`src/rtl/fwd_hazard_unit.sv`:
```
// fwd_hazard_unit: EX-stage operand forwarding selects and load-use stall detection.
// Define FWD_STALL_CNT_EN to add a saturating 16-bit stall counter output (stall_count_o).
module fwd_hazard_unit (
    input  logic        clk_i,
    input  logic        rst_ni,
    input  logic        id_valid_i,
    input  logic [4:0]  id_rs_i,
    input  logic [4:0]  id_rt_i,
    input  logic [4:0]  id_dst_i,
    input  logic        id_regwrite_i,
    input  logic        id_memread_i,
    input  logic        flush_i,
    output logic [1:0]  fwd_a_sel_o,
    output logic [1:0]  fwd_b_sel_o,
`ifdef FWD_STALL_CNT_EN
    output logic        stall_o,
    output logic [15:0] stall_count_o
`else
    output logic        stall_o
`endif
);

    typedef struct packed {
        logic       valid;
        logic [4:0] rs;
        logic [4:0] rt;
        logic [4:0] dst;
        logic       regwrite;
        logic       memread;
    } ex_slot_t;

    // MEM and WB only ever act as producers, so their source fields are not kept.
    typedef struct packed {
        logic       valid;
        logic [4:0] dst;
        logic       regwrite;
    } prod_slot_t;

    ex_slot_t   exSlot_q, exSlot_d;
    prod_slot_t memSlot_q, wbSlot_q;

    function automatic logic fwdHit(input prod_slot_t producer, input logic [4:0] src);
        return producer.valid && producer.regwrite &&
               (producer.dst != 5'd0) && (producer.dst == src);
    endfunction

    always_ff @(posedge clk_i or negedge rst_ni) begin
        if (!rst_ni) begin
            exSlot_q  <= '0;
            memSlot_q <= '0;
            wbSlot_q  <= '0;
        end else begin
            exSlot_q  <= exSlot_d;
            memSlot_q <= '{valid: exSlot_q.valid, dst: exSlot_q.dst, regwrite: exSlot_q.regwrite};
            wbSlot_q  <= memSlot_q;
        end
    end

    always_comb begin
        stall_o = id_valid_i && !flush_i && exSlot_q.valid && exSlot_q.memread &&
                  exSlot_q.regwrite && (exSlot_q.dst != 5'd0) &&
                  ((exSlot_q.dst == id_rs_i) || (exSlot_q.dst == id_rt_i));
    end

    // A stalled or flushed ID instruction turns into a bubble in EX.
    always_comb begin
        exSlot_d = '0;
        if (!stall_o && !flush_i) begin
            exSlot_d.valid    = id_valid_i;
            exSlot_d.rs       = id_rs_i;
            exSlot_d.rt       = id_rt_i;
            exSlot_d.dst      = id_dst_i;
            exSlot_d.regwrite = id_regwrite_i;
            exSlot_d.memread  = id_memread_i;
        end
    end

    always_comb begin
        fwd_a_sel_o = 2'b00;
        fwd_b_sel_o = 2'b00;
        if (exSlot_q.valid) begin
            if (fwdHit(memSlot_q, exSlot_q.rs)) begin
                fwd_a_sel_o = 2'b01;
            end else if (fwdHit(wbSlot_q, exSlot_q.rs)) begin
                fwd_a_sel_o = 2'b10;
            end
            if (fwdHit(memSlot_q, exSlot_q.rt)) begin
                fwd_b_sel_o = 2'b01;
            end else if (fwdHit(wbSlot_q, exSlot_q.rt)) begin
                fwd_b_sel_o = 2'b10;
            end
        end
    end

`ifdef FWD_STALL_CNT_EN
    logic [15:0] stallCount_q;

    always_ff @(posedge clk_i or negedge rst_ni) begin
        if (!rst_ni) begin
            stallCount_q <= 16'h0000;
        end else if (stall_o && (stallCount_q != 16'hFFFF)) begin
            stallCount_q <= stallCount_q + 16'h0001;
        end
    end

    assign stall_count_o = stallCount_q;
`endif

endmodule
```
`config.mk`:
```
export PLATFORM = sky130hd
export DESIGN_NAME = fwd_hazard_unit
export DESIGN_NICKNAME = d
export VERILOG_FILES = /design/src/rtl/fwd_hazard_unit.sv
export SDC_FILE = /design/constraint.sdc
export NUM_CORES = 1
export LEC_CHECK = 0
export ABC_AREA = 0
export CELL_PAD_IN_SITES_DETAIL_PLACEMENT = 1
export CELL_PAD_IN_SITES_GLOBAL_PLACEMENT = 2
export CORE_AREA = 2 2 102 55
export DETAILED_ROUTE_END_ITERATION = 12
export DIE_AREA = 0 0 104 57
export MAX_ROUTING_LAYER = met4
export PLACE_DENSITY = 0.69
export SLEW_MARGIN = 20
export SYNTH_ARGS = -nofsm -noshare
export SYNTH_HDL_FRONTEND = slang
export SYNTH_SLANG_ARGS = --single-unit
```
`constraint.sdc`:
```
create_clock -name clk_i -period 1.64 [get_ports clk_i]
set_clock_uncertainty 0.2 [all_clocks]
set_input_delay 0.246 -clock clk_i [delete_from_list [all_inputs] [get_ports clk_i]]
set_output_delay 0.246 -clock clk_i [all_outputs]
set_load 0.02 [all_outputs]
```
; ---- Word-level counts from Yosys, hierarchy flattened
; Cells that the tools add are included.
[op_classes]
eq_ne = 6
mux = 7
reduce_logical = 21
[op_table]
columns = cell, count
row1 = $eq A5 B5 Y1, 6
row2 = $mux W18, 1
row3 = $logic_and A1 B1 Y1, 15
row4 = $reduce_bool A5 Y1, 3
row5 = $mux W2, 6
row6 = $logic_not A1 Y1, 2
row7 = $logic_or A1 B1 Y1, 1
[totals]
regBits = 32
inputBits = 21
output_inout_bits = 5
word_cells = 46

; ---- Depth between registers and ports, before layout
[depth]
ltp_word = 10
mapped_depth = 5
mapped_depth_nobuf = 4

; ---- Worst setup path after synthesis
; No wires, ideal clock.
[synth_timing]
path_kind = register to output
start = register memSlot_q[2] (netlist bit)
end = output fwd_a_sel_o[1]
arrival_time_ns = 1.691
required_time_ns = 1.194
path_slack_ns = -0.497
stages_incl_launch_ff = 5
n_path_buf = 0
path_cell_list = dfrtp_1 or4_1 o211ai_2 nor4_1 nor4_2
[synth_via]
elab_chain_len = 5
word_cells_on_any_way = 6
classes_between = eq/ne (1) / mux (2) / reduce/logical (3)
[synth_lines]
columns = element, line_no
row1 = start: declaration, 40  ; prod_slot_t memSlot_q, wbSlot_q;
row2 = start signal: assignment, 54  ; memSlot_q <= '{valid: exSlot_q.valid, dst: exSlot_q.dst, regwrite: exSlot_q.regwrite};
row3 = $reduce_bool A5 Y1, 44  ; (producer.dst != 5'd0) && (producer.dst == src);
row4 = $logic_and A1 B1 Y1, 43  ; return producer.valid && producer.regwrite &&
row5 = $logic_and A1 B1 Y1 *, 44
row6 = $mux W2 *, 82  ; if (fwdHit(memSlot_q, exSlot_q.rs)) begin
row7 = $mux W2 *, 81  ; if (exSlot_q.valid) begin
row8 = end: declaration, 13  ; output logic [1:0] fwd_a_sel_o,
; Every way passes the cells marked *; elsewhere a longest branch is shown, timed or not.

; ---- Worst setup path after layout
[layout_timing]
start = register exSlot_q[13] (netlist bit)
end = output fwd_a_sel_o[1]
[layout_via]
elab_chain_len = 5
word_cells_on_any_way = 7
classes_between = eq/ne (2) / mux (3) / reduce/logical (2)
[layout_lines]
columns = element, line_no
row1 = start: declaration, 39  ; ex_slot_t exSlot_q, exSlot_d;
row2 = start signal: assignment, 53  ; exSlot_q <= exSlot_d;
row3 = $eq A5 B5 Y1, 44
row4 = $logic_and A1 B1 Y1, 44
row5 = $mux W2, 84  ; end else if (fwdHit(wbSlot_q, exSlot_q.rs)) begin
row6 = $mux W2 *, 82
row7 = $mux W2 *, 81
; Marked as above.

==> results.txt <==
----------------------------------------------------
[Pwr]
  Switching part of the total ... a little under a quarter
  Leakage dissipation ... ~0.0011 uW
  Peak supply drop ... roughly 0.00032 V
  Ratio of total power to cell area ... around 800 nW/um^2
  Share of total power in the clock network ... 40.3%
  Share of power burned in combinational logic ... 17.0%
  Sequential cell fraction of total power ... between 40% and 50%
  Internal ... 1550 uW
  Net switching power ... 478 uW
  Final Power ... about 2000 uW

[Detailed routing]
  Residual antenna-violating net count after detailed routing ... 0
  Overall routed net length ... between 4000 and 5000 um
  Final routed wire length divided by cell count ... ~16 um
  Number of design rule violations left after detail routing ... 0
  Number of DRC markers in iteration 0 ... 16
  Length of the first detailed-routing pass in iterations ... 2
  Vias post-DR ... ~1200
  Number of vias per cell ... about 4.4

[Placement]
  Weighted congestion at the end of routability-driven global placement ... 0.735
  Post-detail-place hpwl ... between 3000 and 4000 um
  Number of placed instances, taps included ... approximately 260
  Area after detailed placement ... 2140 sq um
  Pre-CTS worst setup slack ... -829 ps
  Number of I/O port buffers ... 25

[Global route]
  Global-route total usage across every layer ... ~17%
  Pin count of the biggest net entering global routing ... 33
  Wire length of the first global-routing pass ... 7260 um
  Remaining global-route overflow ... 0
  Initial antenna violation count ... 0
  Vias in the first global route ... about 1400

[Critical path]
  Critical Path Fanout Max ... 2
  Required time of the critical path ... 1190 ps
  Crit path arrival time ... around 1900 ps
  Beginning of the critical path ... exSlot_q[13]
  Setup CP Type ... flop to output port
  Capturing point of the worst reg2reg path ... exSlot_q[15]
  Worst reg-to-reg setup slack ... -290 ps
  CP Capture Type ... output port
  Destination of the critical timing path ... fwd_a_sel_o[1]
  Worst r2r src ... exSlot_q[4]
  Worst-case reg-to-reg path depth ... 7
  Crit path launch type ... flop

[Die]
  Number of top-level pins ... 26
  Total core area ... 5130 sq um
  Cell row count ... 19
  Height of the die ... ~57 um
  Starting utilization of the core area ... approximately 28%
  Area of the die ... between 5000 and 6000 sq um
  Width of the die ... between 100 and 150 um

[Synthesis]
  Cell Area, Synth ... 1460 sq um
  Synth warnings ... 0
  Register bit count reported by yosys ... 32
  Share of synthesized area occupied by flip-flops and latches ... a little over half
  Post-Syn Area per Cell ... between 10 and 15 sq um
  Post-Syn Nets ... 147
  Count of mapped cells out of synthesis ... ~130
  Count of distinct cell types in the synthesized netlist ... 21

[Timing]
  Number of slew-limit violations in the final report ... 0
  RSZ-0062 raised after global routing ... true
  Aggregate negative setup slack ... -7290 ps
  Achievable Freq ... roughly 0.44 GHz
  Slew of the pin with the lowest slew margin ... between 300 and 400 ps
  Period Utilization, post-route ... 140%
  Time the worst path needs with I/O delays and setup ... between 2000 and 2500 ps
  Setup-violating endpoint count in the final report ... 23
  Worst rel slew slack ... 77.6%
  Setup WS post-layout ... -654 ps
  Endpoints failing hold ... 0

[Status]
  Failing checks ... setup timing
  Result of the run ... finished with violations

[Worst hold path]
  Hold/Removal Path Class ... input pin to asynchronous set/reset pin

[Clocking]
  Clock latency at the later pin of the worst-skew pair ... roughly 280 ps
  Deepest clock path buffer count ... 2
  TritonCTS Buffers ... 5
  Number of hold buffers added after cts ... 0
  CTS tree ... yes
  Clk Tree Root Cell ... clkbuf_8
  Clock transition at the registers of the reported paths ... ~70 ps
  Number of clock sinks ... 32
  H-tree level count ... 2

[Cells and area]
  Post-route cell area ... 2540 sq um
  Area growth from synthesis to final layout ... 74.1%
  Ratio of cells with drive above 1 in the final layout ... about 45%
  NumNets Final ... between 200 and 250
  Diodes inserted ... 0
  Final std cells w/o fill ... 270

[Flow run]
  Total of max-cap violations ... 0

----------------------------------------------------
[repair_timing]
action / in CTS / in global routing
pin swaps: 11 / 15
buffers inserted: 2 / 3
resized for setup: 54 / 10
gates cloned: 3 / 0
endpoints found under the setup margin: 23 / 23
[worst max-delay path: stages, from the launching register on]
cell and delay (ps):
dfrtp_1 400, xor2_1 170, or4_4 550, nor4_4 270
buf_4 180
[cell usage in the layout, fill, tap and decap left out, drive strengths merged, types with 2 or more instances in the layout]
cell	instances
clkbuf	7
clkdlybuf4s50	20
or4	4
xor2	12
nor4	3
dfrtp	32
and2	3
buf	46
nand2	2
nand3	6
xnor2	18
a21oi	18
nand2b	18
nor3	3
[synth_stat cells]
master      n  area [sq um]
a21oi_1    18          90.1
and2_1      2          12.5
and2_2      1          7.51
buf_2       1          5.00
buf_6       1          11.3
clkbuf_1    1          3.75
dfrtp_1    32           801
nand2_1     2          7.51
nand2b_1   18           113
nand3_1     6          30.0
nor2_1      1          3.75
nor3_1      2          10.0
nor3_2      1          10.0
nor4_1      2          12.5
nor4_2      1          12.5
o2111ai_1   1          8.76
o211ai_2    1          12.5
o22ai_2     1          12.5
or4_1       4          30.0
xnor2_1    18           158
xor2_1     12           105
[flip-flops by register name, indices dropped and copies added (netlist names)]
name	flops
wbSlot_q	7
exSlot_q	18
memSlot_q	7
[how the worst min path moves through the flow]
stage                     slack, ps   startpoint      endpoint
final                           130       rst_ni   exSlot_q[5]
after global routing            140       rst_ni  exSlot_q[14]
after CTS                       130       rst_ni   exSlot_q[1]
after detailed placement        160  exSlot_q[1]  memSlot_q[0]
after global placement          160  exSlot_q[1]  memSlot_q[0]
after floorplan                -250       rst_ni   exSlot_q[0]
[area by class of cell]
class	instances	area, sq um
sequential	32	801
tap	73	91.3
multi-input combinational	91	876
clock inverter	1	30.0
fill	566	2600
clock buffer	7	96.3
timing repair buffer	66	642
[metrics by stage]
| step | hold slack [ps] | util, % |
|---|---|---|
| 6_report | 127 | 49.4 |
| 3_3_place_gp | 162 | 41.6 |
| 2_1_floorplan | -250 | - |
| 3_5_place_dp | 161 | 41.6 |
| 4_1_cts | 133 | 48.7 |
| 5_1_grt | 140 | 49.4 |
[layer usage]
| layer | global-route usage, % | vias up | wire [um] |
|---|---|---|---|
| met3 | 4.80 | 2 | 153 |
| met5 | - | - | 0 |
| met2 | 26.5 | 29 | 1990 |
| met4 | 2.90 | 0 | 17 |
| met1 | 21.7 | 580 | 2140 |
| li1 | - | 571 | - |
[power groups by stage]
stage / combinational [uW] / sequential [uW] / clock (uW)
finish: 345 / 866 / 817
CTS: 333 / 866 / 829
detailed placement: 301 / 878 / 0
global route: 374 / 871 / 879
floorplan: 128 / 876 / 0
global placement: 294 / 876 / 0
[cells by family after synthesis]
group / count (synthesis) / share of synthesized area, %
simple gates: 40 / 17.1
flops: 32 / 55.0
xor+xnor: 30 / 18.0
compound gates: 21 / 8.51
buf+inv: 3 / 1.37
Power figures use the tool's default switching activity.
